## src/rtl/float_stim_sequencer.sv

```systemverilog
// Run controller for pipelined float operator benches: primes the generator, issues operands, tracks retirement.
// Optional FLOAT_STIM_SEQ_GAP_EN adds iv_Gap, a programmable bubble count after every issue.
module float_stim_sequencer #(
  parameter int pExpW     = 8,
  parameter int pManW     = 23,
  parameter int pPipeline = 5,
  parameter int pCntW     = 16
) (
  input  logic             i_Clk,
  input  logic             i_ARst_L,
  input  logic             i_Start,
  input  logic [pCntW-1:0] iv_Count,
  input  logic             i_Abort,
  input  logic             i_Hold,
`ifdef FLOAT_STIM_SEQ_GAP_EN
  input  logic [3:0]       iv_Gap,
`endif
  output logic             o_GenClkEn,
  output logic             o_OpValid,
  output logic             o_DutClkEn,
  output logic             o_ResValid,
  output logic             o_Busy,
  output logic             o_Done,
  output logic [pCntW-1:0] ov_Issued,
  output logic [pCntW-1:0] ov_Retired
);

  if (pPipeline < 1 || pExpW < 1 || pManW < 1) begin : g_param_chk
    $error("float_stim_sequencer: pPipeline, pExpW and pManW must be >= 1");
  end

  typedef enum logic [2:0] {
    ST_IDLE  = 3'd0,
    ST_PRIME = 3'd1,
    ST_RUN   = 3'd2,
    ST_DRAIN = 3'd3,
    ST_DONE  = 3'd4
  } state_t;

  state_t                 state_q, state_d;
  logic [pCntW-1:0]       rem_q, rem_d;
  logic [pCntW-1:0]       issued_q, issued_d;
  logic [pCntW-1:0]       retired_q, retired_d;
  logic [pPipeline-1:0]   vld_q, vld_d;
  logic                   busy_q, busy_d;
  logic                   done_q, done_d;
  logic                   issue_s;
  logic                   accept_s;
  logic                   gap_busy_s;

  assign accept_s = (state_q == ST_IDLE) & i_Start;
  assign issue_s  = (state_q == ST_RUN) & ~i_Hold & ~i_Abort & (rem_q != '0) & ~gap_busy_s;

  always_ff @(posedge i_Clk or negedge i_ARst_L) begin
    if (!i_ARst_L) state_q <= ST_IDLE;
    else           state_q <= state_d;
  end

  always_comb begin
    state_d = state_q;
    case (state_q)
      ST_IDLE: begin
        if (i_Start) state_d = (iv_Count != '0) ? ST_PRIME : ST_DONE;
        else         state_d = ST_IDLE;
      end
      ST_PRIME: begin
        if (i_Abort)      state_d = ST_DRAIN;
        else if (!i_Hold) state_d = ST_RUN;
        else              state_d = ST_PRIME;
      end
      ST_RUN: begin
        if (i_Abort)                              state_d = ST_DRAIN;
        else if (issue_s && rem_q == pCntW'(1))   state_d = ST_DRAIN;
        else                                      state_d = ST_RUN;
      end
      ST_DRAIN: begin
        if (vld_q == '0) state_d = ST_DONE;
        else             state_d = ST_DRAIN;
      end
      ST_DONE: state_d = ST_IDLE;
      default: state_d = ST_IDLE;
    endcase
  end

  // PRIME clocks the generator without flagging a real operand: its power-up contents are garbage.
  always_comb begin
    o_GenClkEn = 1'b0;
    o_OpValid  = 1'b0;
    o_DutClkEn = 1'b0;
    case (state_q)
      ST_PRIME: begin
        o_GenClkEn = ~i_Hold;
        o_DutClkEn = ~i_Hold;
      end
      ST_RUN: begin
        o_GenClkEn = issue_s;
        o_OpValid  = issue_s;
        o_DutClkEn = ~i_Hold;
      end
      ST_DRAIN: o_DutClkEn = ~i_Hold;
      default: begin
        o_GenClkEn = 1'b0;
        o_OpValid  = 1'b0;
        o_DutClkEn = 1'b0;
      end
    endcase
  end

  assign o_ResValid = vld_q[pPipeline-1] & ~i_Hold;

  always_comb begin
    rem_d     = rem_q;
    issued_d  = issued_q;
    retired_d = retired_q;
    vld_d     = vld_q;
    if (accept_s) begin
      rem_d     = iv_Count;
      issued_d  = '0;
      retired_d = '0;
    end else begin
      if (issue_s) begin
        rem_d    = rem_q - pCntW'(1);
        issued_d = issued_q + pCntW'(1);
      end else begin
        rem_d    = rem_q;
        issued_d = issued_q;
      end
      if (o_ResValid) retired_d = retired_q + pCntW'(1);
      else            retired_d = retired_q;
    end
    if (!i_Hold) vld_d = pPipeline'({vld_q, o_OpValid});
    else         vld_d = vld_q;
    busy_d = (state_d != ST_IDLE);
    done_d = (state_d == ST_DONE);
  end

  always_ff @(posedge i_Clk or negedge i_ARst_L) begin
    if (!i_ARst_L) begin
      rem_q     <= '0;
      issued_q  <= '0;
      retired_q <= '0;
      vld_q     <= '0;
      busy_q    <= 1'b0;
      done_q    <= 1'b0;
    end else begin
      rem_q     <= rem_d;
      issued_q  <= issued_d;
      retired_q <= retired_d;
      vld_q     <= vld_d;
      busy_q    <= busy_d;
      done_q    <= done_d;
    end
  end

`ifdef FLOAT_STIM_SEQ_GAP_EN
  logic [3:0] gap_q, gap_d;

  // Gap reloads on every issue and is flushed whenever the run heads into DRAIN.
  always_comb begin
    if (state_d == ST_DRAIN && state_q != ST_DRAIN) gap_d = 4'd0;
    else if (issue_s)                               gap_d = iv_Gap;
    else if (!i_Hold && gap_q != 4'd0)              gap_d = gap_q - 4'd1;
    else                                            gap_d = gap_q;
  end

  always_ff @(posedge i_Clk or negedge i_ARst_L) begin
    if (!i_ARst_L) gap_q <= 4'd0;
    else           gap_q <= gap_d;
  end

  assign gap_busy_s = (gap_q != 4'd0);
`else
  assign gap_busy_s = 1'b0;
`endif

  assign o_Busy     = busy_q;
  assign o_Done     = done_q;
  assign ov_Issued  = issued_q;
  assign ov_Retired = retired_q;

endmodule

```

## config.mk

```make
export PLATFORM = sky130hd
export DESIGN_NAME = float_stim_sequencer
export DESIGN_NICKNAME = d
export VERILOG_FILES = /design/src/rtl/float_stim_sequencer.sv
export SDC_FILE = /design/constraint.sdc
export NUM_CORES = 1
export LEC_CHECK = 0
export CAP_MARGIN = 20
export CORE_UTILIZATION = 55
export CTS_BUF_LIST = sky130_fd_sc_hd__clkbuf_8
export DETAILED_ROUTE_END_ITERATION = 8
export DONT_BUFFER_PORTS = 1
export PLACE_DENSITY = 0.67
export SLEW_MARGIN = 10
export SYNTH_ARGS = -nofsm -noshare
export SYNTH_HDL_FRONTEND = slang
export SYNTH_SLANG_ARGS = --single-unit
```

## constraint.sdc

```tcl
create_clock -name i_Clk -period 5.1 [get_ports i_Clk]
set_input_delay 0.51 -clock i_Clk [delete_from_list [all_inputs] [get_ports i_Clk]]
set_output_delay 0.51 -clock i_Clk [all_outputs]
set_load 0.1 [all_outputs]
```

==> results by group, run 1 <==
Status
  • Status: complete, no violations

Global route
  • Largest net degree at the start of global routing: just under 60
  • Gr ovfl total: 0
  • First-pass GRT wire length: between 10000 and 15000 µm
  • GRT Overall Usage: about a quarter
  • Vias in the first global route: 2445
  • Initial antenna violation count: 0

Worst setup path
  • FF-to-FF Start: rem_q[0]$_DFFE_PN0P_
  • CP max FO: 17
  • Crit path launch: state_q[1]$_DFF_PN0_
  • CP Launch Type: flop
  • Crit path arrival time: about 3.1 ns
  • CP Class: reg -> out
  • Worst Path Required: 4.59 ns
  • CP Capture Type: output pin

CTS
  • CTS tree: done
  • Post-CTS setup buffer count: 0
  • Htree depth: 3
  • Num CTS Buffers: 9
  • Clock buffer depth: 2
  • Clk sinks: 58
  • Root Driver: clkbuf_8
  • Worst-path clk slew: 0.07 ns
  • Clock insertion delay at the later pin of the skew report: 0.33 ns

Detailed routing
  • Drt pass-1 iters: 4
  • Vias/cell: approximately 6.3
  • Initial DRC Count: 172
  • Final wirelength: 7050 µm
  • Final antenna-violating net count: 0
  • DRC errors left: 0
  • WL per Instance: 17.4 µm
  • DR vias: roughly 2500

Synthesis
  • Post-synth EDFFs: 0
  • Sequential area share after synthesis: approximately 47%
  • Cells after Synth: 329
  • Largest family of logic cells by synthesized area: simple AND/OR/NAND/NOR gates
  • Synth Area in XOR/XNOR: 6.77%
  • Syn Area/Cell: 9.44 µm²
  • Syn Std Cell Area: 0.00310 mm²
  • Yosys reg bits: 58
  • Area leader, netlist: dfrtp_1
  • Synth warn: 0
  • Synth unique cells: 48
  • Top cell type's share of synthesized area: 46.8%
  • Post-Synth Simple-Gate Area: 26.9%
  • Synth async-reset ratio: 100%
  • Ys flop type: dfrtp_1
  • Area contributors post-synth: dfrtp_1 47%, nor2_1 4.7%, nor4_1 3.6%, nand2_1 3.5%, xnor2_1 3.4%
  • Compound-Gate Fraction of Synth Area: 12.3%
  • Post-synthesis mux area share: 2.10%
  • Post-Syn Nets: 354
  • Post-synthesis adder-cell area fraction: about 1.6%

Final layout
  • Fillers: 439
  • Antenna Cells: 0
  • Total Nets Final: 354
  • Final core occ: 66.5%
  • Layout area overhead: 12.9%
  • Share of post-route cells with drive strength above 1: 10.2%

Pwr
  • Leak pwr: 0.00149 µW
  • Maximum vdd drop: roughly 0.00038 V
  • Power per cell area: 557 mW/mm²

STA
  • Tightest Pin Transition: 1.05 ns
  • Final slew viol count: 0
  • Rel. slew slack: 29.8%
  • Setup TNS: 0 ns
  • RSZ-0062 raised after global routing: false
  • Final hold vios: 0
  • Min Tclk post-route: about 3.6 ns
  • Period utilisation layout: approximately 70%
  • FMAX: 0.275 GHz
  • # setup viols final: 0
  • Clk_skew: 0.00794 ns

Placed design
  • IO buf count: 0
  • RePlAce Congestion: between 0.8 and 0.9
  • DP HPWL: about 4600 µm

Floorplanning
  • I/O pin total: 59
  • Core area: 0.00527 mm²
  • Row count: 26
  • Die height: around 77 µm
  • Die area: 0.00595 mm²
  • Starting density of the core: 58.9%
  • Die width: 77.1 µm

Flow run
  • Max-cap violations: 0

Hold path
  • Hold WC Path Type: in -> async
-- layer usage --
metal  up-vias  GRT usage [%]  share of wire [%]
met5         -              0                  0
met4         0           9.25                1.6
met3        13           6.67                6.7
met2        84           37.1                 45
met1      1229           34.4                 47
li1       1213              -                  -
-- cell usage in the layout, fill, tap and decap left out, drive strengths merged, types with 5 or more instances in the layout --
master  count
dfrtp      58
nor2       39
nand2      29
nor4       18
nand3      16
o21ai      16
clkbuf     14
xnor2      12
xor2       12
nand4      11
a21oi      11
inv         9
or3         9
nor3        8
a221o       7
and3        5
-- cells in the mapped netlist, types with 2 or more instances --
master / count
nand2_1: 29
and3_1: 5
o22ai_1: 3
mux2i_1: 2
or4_1: 2
o311ai_0: 2
nor4b_1: 2
clkbuf_1: 9
buf_1: 3
xor2_1: 12
or4b_2: 2
inv_1: 9
o221ai_1: 2
dfrtp_1: 58
o211ai_1: 3
buf_6: 2
xnor2_1: 12
nor4_1: 18
nor2_1: 39
a221o_1: 7
nand3_1: 16
ha_1: 4
or3_1: 8
a21oi_1: 11
and4_1: 4
nor3_1: 7
o31ai_1: 2
nand3b_1: 2
nand4_1: 11
nand2b_1: 3
a21o_1: 4
o21ai_0: 16
nor3b_1: 2
mux2_2: 4
-- state kept, by name, summed over array words and instances (netlist names) --
register,count
rem_q,16
o_Done,1
ov_Retired,16
ov_Issued,16
o_Busy,1
state_q,3
vld_q,5
-- power breakdown --
group | total, µW | internal, µW | switching, µW
Combinational | 522 | 207 | 316
Clock | 603 | 415 | 189
Sequential | 827 | 557 | 270
Total | 1950 | 1180 | 774
-- worst max-delay path: stages, from the launching register on --
cell     delay, ns
dfrtp_1       0.52
or3b_1        0.43
nor3_2        0.46
nand2_1       0.53
inv_1         0.85
-- cells by family after synthesis --
group,Yosys count
multiplexers,6
adder cells (fa/ha/maj),4
flip-flops,58
buffers and inverters,24
AND/OR/NAND/NOR,157
XOR/XNOR,24
AO/OA/AOI/OAI,56
-- worst paths after layout --
| kind | end | slack, ns | cells past startpoint |
|---|---|---|---|
| worst max-delay path | o_OpValid | 1.47 | 4 |
| worst min-delay path | ov_Issued[4]$_DFFE_PN0P_ | 0.03 | 1 |
| worst max register to register | rem_q[7]$_DFFE_PN0P_ | 1.68 | 8 |
| worst min register to register | vld_q[3]$_DFFE_PN0N_ | 0.53 | 1 |
| max in group asynchronous | ov_Retired[14]$_DFFE_PN0P_ | 4.80 | 1 |
| min in group i_Clk | vld_q[0]$_DFFE_PN0N_ | 0.30 | 2 |
-- cell type report --
| cell class | count | area, µm² | share of cell area, % |
|---|---|---|---|
| Sequential cell | 58 | 1450 | 41.4 |
| Clock buffer | 12 | 165 | 4.71 |
| Tap cell | 70 | 87.6 | 2.50 |
| Clock inverter | 4 | 120 | 3.43 |
| Timing Repair Buffer | 4 | 85.1 | 2.43 |
| Multi-Input combinational cell | 247 | 1560 | 44.6 |
| Inverter | 9 | 33.8 | 0.964 |
-- metrics by stage --
| step | hold WS (ns) | instances | worst slack, ns | total power, µW | area, µm² |
|---|---|---|---|---|---|
| after global placement | 0.215 | 387 | 1.84 | 1340 | 3190 |
| after floorplan | 0.214 | 329 | 0.811 | 1210 | 3100 |
| after CTS | 0.0447 | 404 | 1.50 | 1960 | 3510 |
| after global routing | 0.0526 | 404 | 1.25 | 2060 | 3510 |
| after detailed placement | 0.216 | 387 | 1.71 | 1340 | 3190 |
| final | 0.0335 | 404 | 1.47 | 1950 | 3510 |
-- repair_timing --
| action | in CTS | in global routing |
|---|---|---|
| hold buffers | 1 | 0 |
| endpoints found under the hold margin | 58 | 0 |
| resized for setup | 0 | 0 |
| setup endpoints to repair | 0 | 0 |
(Power assumes the default switching activity.)
==> inputs of run 2 (changes only) <==
clock period = 3.7 ns   (was 5.1 ns; I/O delays follow)
==> results by group, run 2 (synthesis results as in run 1) <==
Status
  • Status: complete, no violations

Worst setup path
  • CP Launch Type: flop
  • CP Class: reg -> out
  • FF-to-FF Start: rem_q[0]$_DFFE_PN0P_
  • CP max FO: 17 (unchanged)
  • Crit path launch: rem_q[0]$_DFFE_PN0P_
  • R2R Setup Slk: 0.85 ns (-0.83 ns)
  • Worst Path Required: 3.33 ns (-1.26 ns)
  • CP Capture Type: output pin
  • Worst reg2reg path depth: 9 (+1)
  • RR Endpoint: rem_q[7]$_DFFE_PN0P_
  • Crit path arrival time: 2.86 ns (-0.26 ns)

Pwr
  • Maximum vdd drop: 0.000604 V (+59%)
  • Switching fraction of total power: 44.1% (+4.5 points)
  • Leak pwr: 0.00157 µW (+5.3%)
  • Sequential Power Share: 41.9% (-0.5 points)
  • Internal: 1350 µW (+14%)
  • Total power: 2410 µW (+24%)
  • Switching power: 1060 µW (+38%)
  • Power per cell area: 675 mW/mm² (+21%)
  • Combinational Power Share: 37.1% (+10 points)
  • Part of the power in the clock network: 21.1% (-9.8 points)

CTS
  • PostCTS Resize Cnt: 0 (unchanged)
  • Clk sinks: 58 (unchanged)
  • Htree depth: 3 (unchanged)
  • Num CTS Buffers: 9 (unchanged)
  • Clock buffer depth: 2 (unchanged)
  • Worst-path clk slew: 0.06 ns (about the same)
  • CTS tree: done
  • Post-CTS setup buffer count: 0 (unchanged)
  • Root Driver: clkbuf_8
  • Count of hold-fix buffers inserted at cts: 2 (+1)
  • Clock insertion delay at the later pin of the skew report: 0.34 ns (about the same)

STA
  • Period utilisation layout: 87.4%
  • Final hold vios: 0 (unchanged)
  • # setup viols final: 0 (unchanged)
  • Rel. slew slack: 33.1% (+3.4 points)
  • Tightest Pin Transition: 1.00 ns (-0.0504 ns)
  • Min Tclk post-route: between 3 and 4 ns
  • Final slew viol count: 0 (unchanged)
  • Clk_skew: 0.00683 ns (-0.00111 ns)
  • Setup TNS: 0 ns (unchanged)
  • RSZ-0062 raised after global routing: false
  • FMAX: 0.309 GHz

Final layout
  • Total Nets Final: 378 (+6.8%)
  • Share of post-route cells with drive strength above 1: 15.1% (+4.9 points)
  • Most common cell after layout, fill and taps aside: dfrtp_1
  • Layout area overhead: 15.2%
  • Antenna Cells: 0 (unchanged)
  • Final core occ: 67.9% (+1.3 points)
  • Most frequent cells in the layout: 58 x dfrtp_1, 39 x nor2_1, 29 x nand2_1, 24 x buf_4, 18 x nor4_1

Floorplanning
  • Die width: 77.1 µm (unchanged)
  • I/O pin total: 59 (unchanged)
  • Die area: 0.00595 mm² (unchanged)
  • Core area: 0.00527 mm² (unchanged)
  • Die height: 77.1 µm (unchanged)
  • Starting density of the core: 58.9% (unchanged)
  • Row count: 26 (unchanged)

Detailed routing
  • Final wirelength: 7060 µm (+0.14%)
  • Vias/cell: 6.12 (-2.7%)
  • WL per Instance: 16.5 µm (-5.3%)
  • Initial DRC Count: 166 (-3.5%)
  • Drt pass-1 iters: 4 (unchanged)
  • DRC errors left: 0 (unchanged)
  • DR vias: 2612 (+2.9%)
  • Final antenna-violating net count: 0 (unchanged)

Flow run
  • Max-cap violations: 0 (unchanged)

Global route
  • Vias in the first global route: 2408 (-1.5%)
  • Largest net degree at the start of global routing: 59 (unchanged)
  • Initial antenna violation count: 0 (unchanged)
  • First-pass GRT wire length: 11900 µm (+1.4%)
  • GRT Overall Usage: 25.8% (+1.0 points)
  • Gr ovfl total: 0 (unchanged)

Placed design
  • IO buf count: 0 (unchanged)
  • RePlAce Congestion: 0.848 (-0.38%)
  • DP HPWL: 4780 µm (+3.8%)

Hold path
  • Hold WC Path Type: in -> reg
  • Hold path cells: 1
  • Startpoint of the worst hold path: iv_Count[12]
  • Worst Hold Endpoint: rem_q[12]$_DFFE_PN0P_
==> run 2: cell count changes in the layout (fill, tap and decap cells not counted) <==
cell	previous run	this run
inv_1	9	11
buf_4	1	24
clkinv_2	0	1
dlygate4sd3_1	0	1
clkbuf_16	2	1
clkbuf_8	12	11
bufinv_16	4	0
o41ai_4	0	1
o41ai_2	1	0
buf_8	0	1
clkinvlp_4	0	1
==> run 2: metrics by stage <==
| step | setup WS, ns | instance area (µm²) | std cells | hold slack (ns) |
|---|---|---|---|---|
| after floorplan | 0.653 | 3110 | 329 | 0.0744 |
| after global placement | 0.858 | 3350 | 409 | 0.0759 |
| after detailed placement | 0.901 | 3370 | 410 | 0.0759 |
| after CTS | 0.509 | 3580 | 427 | 0.129 |
| after global routing | 0.266 | 3580 | 427 | 0.133 |
| final | 0.466 | 3580 | 427 | 0.147 |
==> run 2: cell type report <==
| cell class | count | area [µm²] |
|---|---|---|
| clock buffer | 11 | 151 |
| clock inverter | 4 | 20.0 |
| fill | 449 | 1690 |
| inverter | 9 | 33.8 |
| multi-input combinational | 247 | 1570 |
| sequential | 58 | 1450 |
| tap | 70 | 87.6 |
| timing repair buffer | 28 | 258 |
==> run 2: power by group through the flow <==
stage / clock network [µW] / registers, µW / logic, µW
after floorplan: 0 / 1070 / 604
after global placement: 0 / 1010 / 853
after detailed placement: 0 / 1020 / 874
after CTS: 522 / 1010 / 893
after global routing: 550 / 1030 / 976
final: 508 / 1010 / 894
==> run 2: metal layers <==
layer | GRT usage [%] | vias up | part of all wire (%)
met5 | 0 | - | 0
met4 | 11.7 | 0 | 2.0
met3 | 7.26 | 13 | 5.9
met2 | 40.1 | 82 | 46
met1 | 33.5 | 1254 | 46
li1 | - | 1263 | -
==> run 2: how the worst max path moves through the flow <==
stage | end | slack, ns
after global routing | o_OpValid | 0.27
after detailed placement | o_OpValid | 0.90
after CTS | o_OpValid | 0.51
final | o_OpValid | 0.47
after floorplan | o_DutClkEn | 0.65
after global placement | o_OpValid | 0.86
==> run 2: worst max-delay path, cell delays in order (launching register included) <==
cell and delay [ns]:
dfrtp_1 0.45, inv_1 0.09, ha_1 0.21, nor3b_1 0.72, nand4_1 0.33, nand2_1 0.14
buf_4 0.24, inv_1 0.11, buf_4 0.25
==> inputs of run 3 (changes only) <==
PLACE_DENSITY = 0.78   (was 0.67)
==> results by group, run 3 (synthesis results as in run 1) <==
Worst setup path
  • CP max FO: 10 (-7)
  • CP Launch Type: flop
  • CP cell instances: inv_1, ha_1, nor3b_1, nand4_1, nand2_1, buf_4, inv_1, buf_4
  • CP Class: reg -> out
  • WP buf/inv: 4 (unchanged)
  • Worst path top cell family by delay: simple AND/OR/NAND/NOR gates
  • Worst Path Required: 3.33 ns (about the same)
  • CP Capture Type: output pin
  • Crit-path max cell delay: 0.67 ns (-0.05 ns)
  • Crit path arrival time: 2.74 ns (-0.12 ns)
  • Worst-path cell with the longest stage delay: nor3b_1

Global route
  • GRT Overall Usage: 27.1% (+1.3 points)
  • First-pass GRT wire length: 12400 µm (+4.3%)
  • Vias in the first global route: 2563 (+6.4%)
  • Initial antenna violation count: 0 (unchanged)
  • Largest net degree at the start of global routing: 59 (unchanged)
  • Gr ovfl total: 0 (unchanged)

Final layout
  • Layout area overhead: 17.2%
  • Total Nets Final: 378 (unchanged)
  • Most frequent cells in the layout: 58 x dfrtp_1, 39 x nor2_1, 29 x nand2_1, 24 x buf_4, 18 x nor4_1
  • Most common cell after layout, fill and taps aside: dfrtp_1
  • Share of post-route cells with drive strength above 1: 15.6% (+0.52 points)
  • Final core occ: 69.0% (+1.2 points)
  • Antenna Cells: 0 (unchanged)

Placed design
  • IO buf count: 0 (unchanged)
  • RePlAce Congestion: 0.873 (+2.9%)
  • DP HPWL: 5090 µm (+6.4%)

Detailed routing
  • Initial DRC Count: 205 (+23%)
  • Met3 wire len: 596 µm (+43%)
  • DR vias: 2695 (+3.2%)
  • Drt pass-1 iters: 5 (+1)
  • DRC errors left: 0 (unchanged)
  • Vias/cell: 6.30 (+2.9%)
  • Final wirelength: 7460 µm (+5.7%)
  • M1 WL: 3050 µm (-6.4%)
  • Final antenna-violating net count: 0 (unchanged)
  • Max layer used: met4
  • WL per Instance: 17.4 µm (+5.4%)
  • Met2 WL: 3660 µm (+13%)

STA
  • Final slew viol count: 0 (unchanged)
  • Period utilisation layout: 84.1% (-3.3 points)
  • # setup viols final: 0 (unchanged)
  • Tightest Pin Transition: 0.995 ns (-0.00768 ns)
  • Rel. slew slack: 33.7% (+0.51 points)
  • Clk_skew: 0.0105 ns (+0.00363 ns)
  • Setup TNS: 0 ns (unchanged)
  • FMAX: 0.321 GHz (+3.9%)
  • Min Tclk post-route: 3.11 ns (-0.120 ns)
  • RSZ-0062 raised after global routing: false
  • Final hold vios: 0 (unchanged)

CTS
  • Clock buffer depth: 2 (unchanged)
  • Clk sinks: 58 (unchanged)
  • Htree depth: 3 (unchanged)
  • Num CTS Buffers: 9 (unchanged)
  • Root Driver: clkbuf_8
  • Clock insertion delay at the later pin of the skew report: 0.35 ns (about the same)
  • Worst-path clk slew: 0.06 ns (about the same)
  • CTS tree: done

Floorplanning
  • Die area: 0.00595 mm² (unchanged)
  • I/O pin total: 59 (unchanged)
  • Core area: 0.00527 mm² (unchanged)
  • Starting density of the core: 58.9% (unchanged)
  • Row count: 26 (unchanged)
  • Die height: 77.1 µm (unchanged)
  • Die width: 77.1 µm (unchanged)

Pwr
  • Maximum vdd drop: 0.000547 V (-9.4%)
  • Power per cell area: 717 mW/mm² (+6.2%)
  • Leak pwr: 0.00160 µW (+1.9%)

Hold path
  • Hold WC Path Type: in -> reg

Flow run
  • Max-cap violations: 0 (unchanged)

Status
  • Status: complete, no violations
## run 3: metal layers
layer | GRT usage (%) | up-vias
li1 | - | 1254
met1 | 33.3 | 1316
met2 | 43.4 | 108
met3 | 8.33 | 17
met4 | 12.8 | 0
met5 | 0 | -
## run 3: timing repair
action                    in CTS  in global routing
hold endpoints to repair      58                  0
gates resized for setup        0                  0
hold buffers                   2                  0
setup buffers                  0                  0
## run 3: path summary, 6_finish.rpt
path,start,end,slack [ns],cells past startpoint
min reg2reg,vld_q[0]$_DFFE_PN0N_,vld_q[0]$_DFFE_PN0N_,0.52,2
max reg2reg,rem_q[0]$_DFFE_PN0P_,rem_q[11]$_DFFE_PN0P_,0.98,9
min in group asynchronous,i_ARst_L,ov_Issued[11]$_DFFE_PN0P_,0.54,2
max in group asynchronous,i_ARst_L,rem_q[10]$_DFFE_PN0P_,2.88,2
min,iv_Count[12],rem_q[12]$_DFFE_PN0P_,0.14,1
max,rem_q[0]$_DFFE_PN0P_,o_OpValid,0.59,8
## run 3: final cells by class
type,instances,area [µm²]
Inverter,9,33.8
Fill cell,418,1630
Clock inverter,7,109
Sequential cell,58,1450
Tap cell,70,87.6
Clock buffer,9,124
Multi-Input combinational cell,247,1570
Timing Repair Buffer,28,258
## run 3: worst register-to-register path, cell delays in order, from the launching register on
cell and delay (ns):
dfrtp_1 0.45, inv_1 0.10, ha_1 0.21, nor3b_1 0.67, nand4_1 0.30, nand2_1 0.16, buf_4 0.18, inv_1 0.08
a21o_1 0.16, a221o_1 0.28
## run 3: metrics by stage
stage | cells | hold WS, ns | total power (µW) | setup WS (ns) | instance area (µm²)
2_1_floorplan | 329 | 0.0744 | 1680 | 0.653 | 3110
3_5_place_dp | 410 | 0.0756 | 1890 | 1.05 | 3370
4_1_cts | 428 | 0.129 | 2610 | 0.635 | 3640
6_report | 428 | 0.138 | 2610 | 0.587 | 3640
3_3_place_gp | 409 | 0.0760 | 1850 | 1.06 | 3350
5_1_grt | 428 | 0.131 | 2740 | 0.387 | 3640
## run 3: power by group
group | internal [µW] | leakage (µW) | switching, µW
sequential | 772 | 0.000773 | 245
combinational | 310 | 0.000699 | 586
clock | 441 | 0.000124 | 254
total | 1520 | 0.00160 | 1080
